**src/rtl/ser2par_bus.sv**
```systemverilog
// ser2par_bus: frames a qualified serial bit stream into WIDTH-bit words on a valid/ready bus.
// Build option PARITY_CHECK_EN adds a trailing even-parity bit per word and drives parity_err.
module ser2par_bus #(
  parameter int WIDTH     = 8,
  parameter bit MSB_FIRST = 1'b1
) (
  input  logic             clk,
  input  logic             rstb,
  input  logic             d,
  input  logic             d_vld,
  input  logic             frame,
  output logic [WIDTH-1:0] bus,
  output logic             bus_vld,
  input  logic             bus_rdy,
  output logic             ovf,
  output logic             sync_err,
  output logic             parity_err
);
  localparam int CW = $clog2(WIDTH + 1);
  typedef enum logic [1:0] {IDLE, SHIFT, PAR, HOLD} state_t;
`ifdef PARITY_CHECK_EN
  localparam state_t LAST_ST = PAR;
`else
  localparam state_t LAST_ST = HOLD;
`endif
  state_t state_q, state_d;
  logic [CW-1:0] cnt_q, cnt_d;
  logic [WIDTH-1:0] sr_q, sr_d, bus_q, bus_d, sr_shift, sr_fresh;
  logic bus_vld_q, bus_vld_d, ovf_q, ovf_d, sync_err_q, sync_err_d;
  logic start, data_bit, xfer, last_bit;
  assign start    = d_vld & frame;
  assign data_bit = d_vld & ~frame;
  assign xfer     = bus_vld_q & bus_rdy;
  assign last_bit = cnt_q == CW'(WIDTH - 1);
  // the first serial bit migrates to bus[WIDTH-1] (MSB first) or bus[0] (LSB first)
  assign sr_shift = MSB_FIRST ? {sr_q[WIDTH-2:0], d} : {d, sr_q[WIDTH-1:1]};
  assign sr_fresh = MSB_FIRST ? {{(WIDTH-1){1'b0}}, d} : {d, {(WIDTH-1){1'b0}}};
  always_ff @(posedge clk or negedge rstb)
    if (!rstb) state_q <= IDLE;
    else state_q <= state_d;
  always_comb begin
    state_d = state_q;
    case (state_q)
      IDLE:    state_d = start ? SHIFT : IDLE;
      SHIFT:   state_d = data_bit && last_bit ? LAST_ST : SHIFT;
      PAR:     state_d = data_bit ? HOLD : start ? SHIFT : PAR;
      HOLD:    state_d = !xfer ? HOLD : start ? SHIFT : IDLE;
      default: state_d = IDLE;
    endcase
  end
  always_comb begin
    sr_d       = sr_q;
    cnt_d      = cnt_q;
    bus_d      = bus_q;
    bus_vld_d  = bus_vld_q;
    ovf_d      = 1'b0;
    sync_err_d = 1'b0;
    case (state_q)
      IDLE:
        if (start) begin
          sr_d  = sr_fresh;
          cnt_d = CW'(1);
        end
      SHIFT, PAR:
        if (start) begin
          sr_d       = sr_fresh;
          cnt_d      = CW'(1);
          sync_err_d = 1'b1;
        end else if (data_bit) begin
          sr_d  = state_q == SHIFT ? sr_shift : sr_q;
          cnt_d = cnt_q + CW'(1);
          if (state_q == PAR || (last_bit && LAST_ST == HOLD)) begin
            bus_d     = sr_d;
            bus_vld_d = 1'b1;
            cnt_d     = '0;
          end
        end
      HOLD: begin
        ovf_d     = d_vld & ~(xfer & frame);
        bus_vld_d = ~xfer;
        if (xfer && start) begin
          sr_d  = sr_fresh;
          cnt_d = CW'(1);
        end
      end
      default: ;
    endcase
  end
  always_ff @(posedge clk or negedge rstb)
    if (!rstb) begin
      cnt_q      <= '0;
      sr_q       <= '0;
      bus_q      <= '0;
      bus_vld_q  <= 1'b0;
      ovf_q      <= 1'b0;
      sync_err_q <= 1'b0;
    end else begin
      cnt_q      <= cnt_d;
      sr_q       <= sr_d;
      bus_q      <= bus_d;
      bus_vld_q  <= bus_vld_d;
      ovf_q      <= ovf_d;
      sync_err_q <= sync_err_d;
    end
`ifdef PARITY_CHECK_EN
  logic parity_err_q, parity_err_d;
  always_comb parity_err_d = state_q == PAR && data_bit ? ^{sr_q, d} : xfer ? 1'b0 : parity_err_q;
  always_ff @(posedge clk or negedge rstb)
    if (!rstb) parity_err_q <= 1'b0;
    else parity_err_q <= parity_err_d;
  assign parity_err = parity_err_q;
`else
  assign parity_err = 1'b0;
`endif
  assign bus      = bus_q;
  assign bus_vld  = bus_vld_q;
  assign ovf      = ovf_q;
  assign sync_err = sync_err_q;
endmodule
```
**config.mk**
```make
export PLATFORM = sky130hd
export DESIGN_NAME = ser2par_bus
export DESIGN_NICKNAME = d
export VERILOG_FILES = /design/src/rtl/ser2par_bus.sv
export SDC_FILE = /design/constraint.sdc
export NUM_CORES = 1
export LEC_CHECK = 0
export CORE_MARGIN = 10
export CORE_UTILIZATION = 56
export CTS_BUF_LIST = sky130_fd_sc_hd__clkbuf_4
export CTS_CLUSTER_DIAMETER = 120
export DETAILED_ROUTE_END_ITERATION = 8
export GPL_ROUTABILITY_DRIVEN = 0
export PLACE_DENSITY = 0.82
export SLEW_MARGIN = 25
export SYNTH_ARGS = -nofsm -noshare
export SYNTH_HDL_FRONTEND = slang
export SYNTH_SLANG_ARGS = --single-unit
export TNS_END_PERCENT = 10
```
**constraint.sdc**
```tcl
create_clock -name clk -period 2.1 [get_ports clk]
set_clock_uncertainty 0.05 [all_clocks]
set_input_delay 0.21 -clock clk [delete_from_list [all_inputs] [get_ports clk]]
set_output_delay 0.21 -clock clk [all_outputs]
set_load 0.005 [all_outputs]
```
==> implementation parameters <==
Parameter                              Value

Status
  Run status    finished, final reports clean

Power
  Reported net switching power    0.000424 W
  Pint    0.000790 W
  Worst supply voltage drop on vdd    slightly above 0.6 mV
  Flop pwr share    46.5%
  Gate power share    around 36%
  Switching share of power    34.9%
  Leakage power figure    around 0.65 nW
  Post-layout power    0.00121 W
  Total power density per cell area    785 mW/mm2
  Clock network power share    between 15 and 20%

Synthesis
  Post-synthesis share of cell area spent on full adders, half adders and majority gates    roughly 7.7%
  Area fraction in and, or, nand and nor cells after synthesis    10.6%
  Number of synthesized register bits    25
  Area share of the largest cell type after synthesis    roughly half
  Most area-hungry cell type in the Yosys netlist    sky130_fd_sc_hd__dfrtp_1
  Prevailing post-synth register cell    sky130_fd_sc_hd__dfrtp_1
  Cells taking the most area after synthesis    sky130_fd_sc_hd__dfrtp_1 (48%), sky130_fd_sc_hd__ha_1 (7.7%), sky130_fd_sc_hd__a32o_1 (6.2%)
  Sequential cell area fraction in the yosys report    48.1%
  Synthesized-area fraction occupied by xor and xnor cells    0%
  Combinational family with the most area after synthesis    compound AO/OA/AOI/OAI gates
  Portion of netlist area occupied by mux cells    7.89%
  Syn avg cell area    10.9 um2
  Syn nets    133
  Summed instance area of the synthesized netlist    0.00130 mm2
  Share of flip-flops with an asynchronous set or reset    100%
  Compound-gate portion of the synthesized area    21.6%
  Number of synthesized flops with an enable pin    0
  Post-synthesis instance total    119
  Synth Warn #    0
  Count of unique library cells instantiated by Yosys    35

Worst setup path
  Last element of the critical path    sr_q[0]
  Category of the worst setup path capture point    flip-flop
  Signal arrival time at the worst endpoint    around 2100 ps
  Max Fanout on Critical Path    6
  Launching instance or port of the critical path    state_q[0]
  Number of cells traversed by the worst register-to-register path    6
  Launch instance of the worst register-to-register path    state_q[0]
  Data required time at the worst endpoint    2260 ps
  Worst Setup Start Kind    flip-flop
  Type of the worst setup path    flip-flop to flip-flop
  Worst r2r dst    sr_q[0]
  Reg-to-reg slack, setup    approximately 170 ps

Clock tree
  Clock latency at the later pin of the worst-skew pair    between 300 and 400 ps
  Count of H-tree levels built during CTS    1
  Number of clock buffers inserted by TritonCTS    3
  Root buffer selected by CTS    sky130_fd_sc_hd__clkbuf_4
  Maximum count of clock buffers along a single path    2
  Buffers inserted during post-CTS setup optimization    0
  Clk sinks    25
  Clock tree from TritonCTS    done
  Clock-pin slew of the registers on the worst-case setup and hold paths    between 100 and 150 ps

Finish
  Number of diodes added for antenna fixing    0
  Nets    152
  Most common cell after layout, fill and taps aside    sky130_fd_sc_hd__dfrtp_1
  Fraction of layout cells with a size suffix above 1    11.7%
  Commonest non-fill, non-tap cells in the layout    sky130_fd_sc_hd__dfrtp_1 (25), sky130_fd_sc_hd__clkdlybuf4s50_1 (16), sky130_fd_sc_hd__nand2_1 (11)
  Filler cell count    164
  Layout-stage area growth over the synthesis result    19.0%

Drt
  Total number of vias    slightly below 1000
  Antenna Violating Nets Remaining    0
  DRC violations left    0
  Sum of routed wire length over all layers    2.55 mm
  Wire per inst    15.4 um
  Initial drt markers    between 40 and 50
  Drt via density    slightly below 6
  Count of TritonRoute iterations in the first routing pass    5

STA
  Share of the cycle needed by the critical path after routing    92.0%
  Max Slew Vio Count    0
  Setup total negative slack    0 ps
  Final critical delay including setup and external delays    1930 ps
  Number of endpoints with negative hold slack in the final report    0
  RSZ-0062 raised after global routing    false
  Highest achievable clock rate    518 MHz
  Final setup viols    0

Min path
  Hold Crit Class    input pin to async pin

GRT
  Antenna violations before repair    0
  Global-route wire length before repair    4.29 mm
  GRT Util Overall    around an eighth
  Pin count of the biggest net entering global routing    26
  Congestion Overflow GR    0
  Via count of the first global-routing pass    between 900 and 1000

Floorplanning
  Die extent in x    68.2 um
  Initial core utilization    approximately three fifths
  I/O pin cnt    18
  Core Rows    17
  Area of the die    approximately 0.0046 mm2
  Core Box Area    0.00221 mm2
  Die Height    68.2 um

Placed design
  Port bufs    16
  Detailed Place HPWL    1.93 mm

Job
  MaxCap Viol Count    0
[cell usage after synthesis (2+ instances only)]
master and number:
sky130_fd_sc_hd__nor2b_1 2, sky130_fd_sc_hd__o22ai_1 2, sky130_fd_sc_hd__nor2_1 4, sky130_fd_sc_hd__ha_1 8, sky130_fd_sc_hd__o21ai_0 10, sky130_fd_sc_hd__mux2i_1 8, sky130_fd_sc_hd__nand3_1 5, sky130_fd_sc_hd__nand2_1 11
sky130_fd_sc_hd__clkbuf_1 2, sky130_fd_sc_hd__inv_2 2, sky130_fd_sc_hd__o211ai_1 3, sky130_fd_sc_hd__a32o_1 8, sky130_fd_sc_hd__dfrtp_1 25, sky130_fd_sc_hd__inv_1 5, sky130_fd_sc_hd__a21oi_1 4
[cell type report]
type / count / area [um2] / share of cell area (%)
Clock buffer: 3 / 22.5 / 1.46
Clock inverter: 1 / 5.00 / 0.324
Inverter: 7 / 26.3 / 1.70
Multi-Input combinational cell: 82 / 649 / 42.0
Sequential cell: 25 / 626 / 40.5
Tap cell: 28 / 35.0 / 2.27
Timing Repair Buffer: 19 / 183 / 11.8
[worst max-delay path, stage by stage, from the launching register on]
cell and delay [ps]:
sky130_fd_sc_hd__dfrtp_1 440, sky130_fd_sc_hd__inv_1 100, sky130_fd_sc_hd__ha_1 260, sky130_fd_sc_hd__nor2b_1 170, sky130_fd_sc_hd__o32ai_4 340, sky130_fd_sc_hd__o22ai_2 150, sky130_fd_sc_hd__mux2_1 320
[worst min path at each step]
stage	from	endpoint	slack, ps
5_1_grt	rstb	sync_err	230
3_5_place_dp	bus[2]	bus[2]	420
2_1_floorplan	rstb	bus[0]	-140
4_1_cts	rstb	bus[7]	200
3_3_place_gp	bus[5]	bus[5]	410
6_report	rstb	sync_err	190
[state kept, by name, summed over array words and instances, names as in the netlist]
register  count
bus           8
sr_q          8
cnt_q         4
state_q       2
bus_vld       1
ovf           1
sync_err      1
[per-stage QoR]
step / instances / instance area (um2) / util, % / hold slack (ps) / setup slack [ps]
finish: 165 / 1550 / 69.9 / 193 / 169
global route: 165 / 1550 / 69.9 / 233 / 22.5
global placement: 161 / 1490 / 67.5 / 411 / 187
floorplan: 119 / 1300 / - / -136 / 291
detailed placement: 161 / 1490 / 67.5 / 420 / 87.9
CTS: 165 / 1520 / 68.8 / 197 / 63.9
[timing repair]
| action | in CTS | in global routing |
|---|---|---|
| endpoints found under the setup margin | 0 | 8 |
| resized for setup | 0 | 3 |
| hold buffers | 0 | 0 |
[cells by family (layout without fill, tap and decap cells)]
group | after synthesis | count (layout)
other | 1 | 1
DFF | 25 | 25
and+or+nand+nor | 28 | 28
muxes | 10 | 10
buffers and inverters | 12 | 30
adders and majority gates | 8 | 8
AOI/OAI and AO/OA | 35 | 35
[power by group through the flow]
stage	registers [W]	logic (W)	clock network, W
3_3_place_gp	0.000571	0.000393	0
2_1_floorplan	0.000568	0.000298	0
3_5_place_dp	0.000574	0.000409	0
6_report	0.000564	0.000440	0.000210
5_1_grt	0.000571	0.000489	0.000238
4_1_cts	0.000564	0.000410	0.000218
[metal layers]
layer	wire length, um	global-route usage [%]	share of wire, %
met1	1090	14.3	43
met2	1280	19.7	50
met3	166	2.28	6.5
met4	16	4.77	0.63
met5	0	0	0
Note: power is estimated with default switching activity, not from simulation.
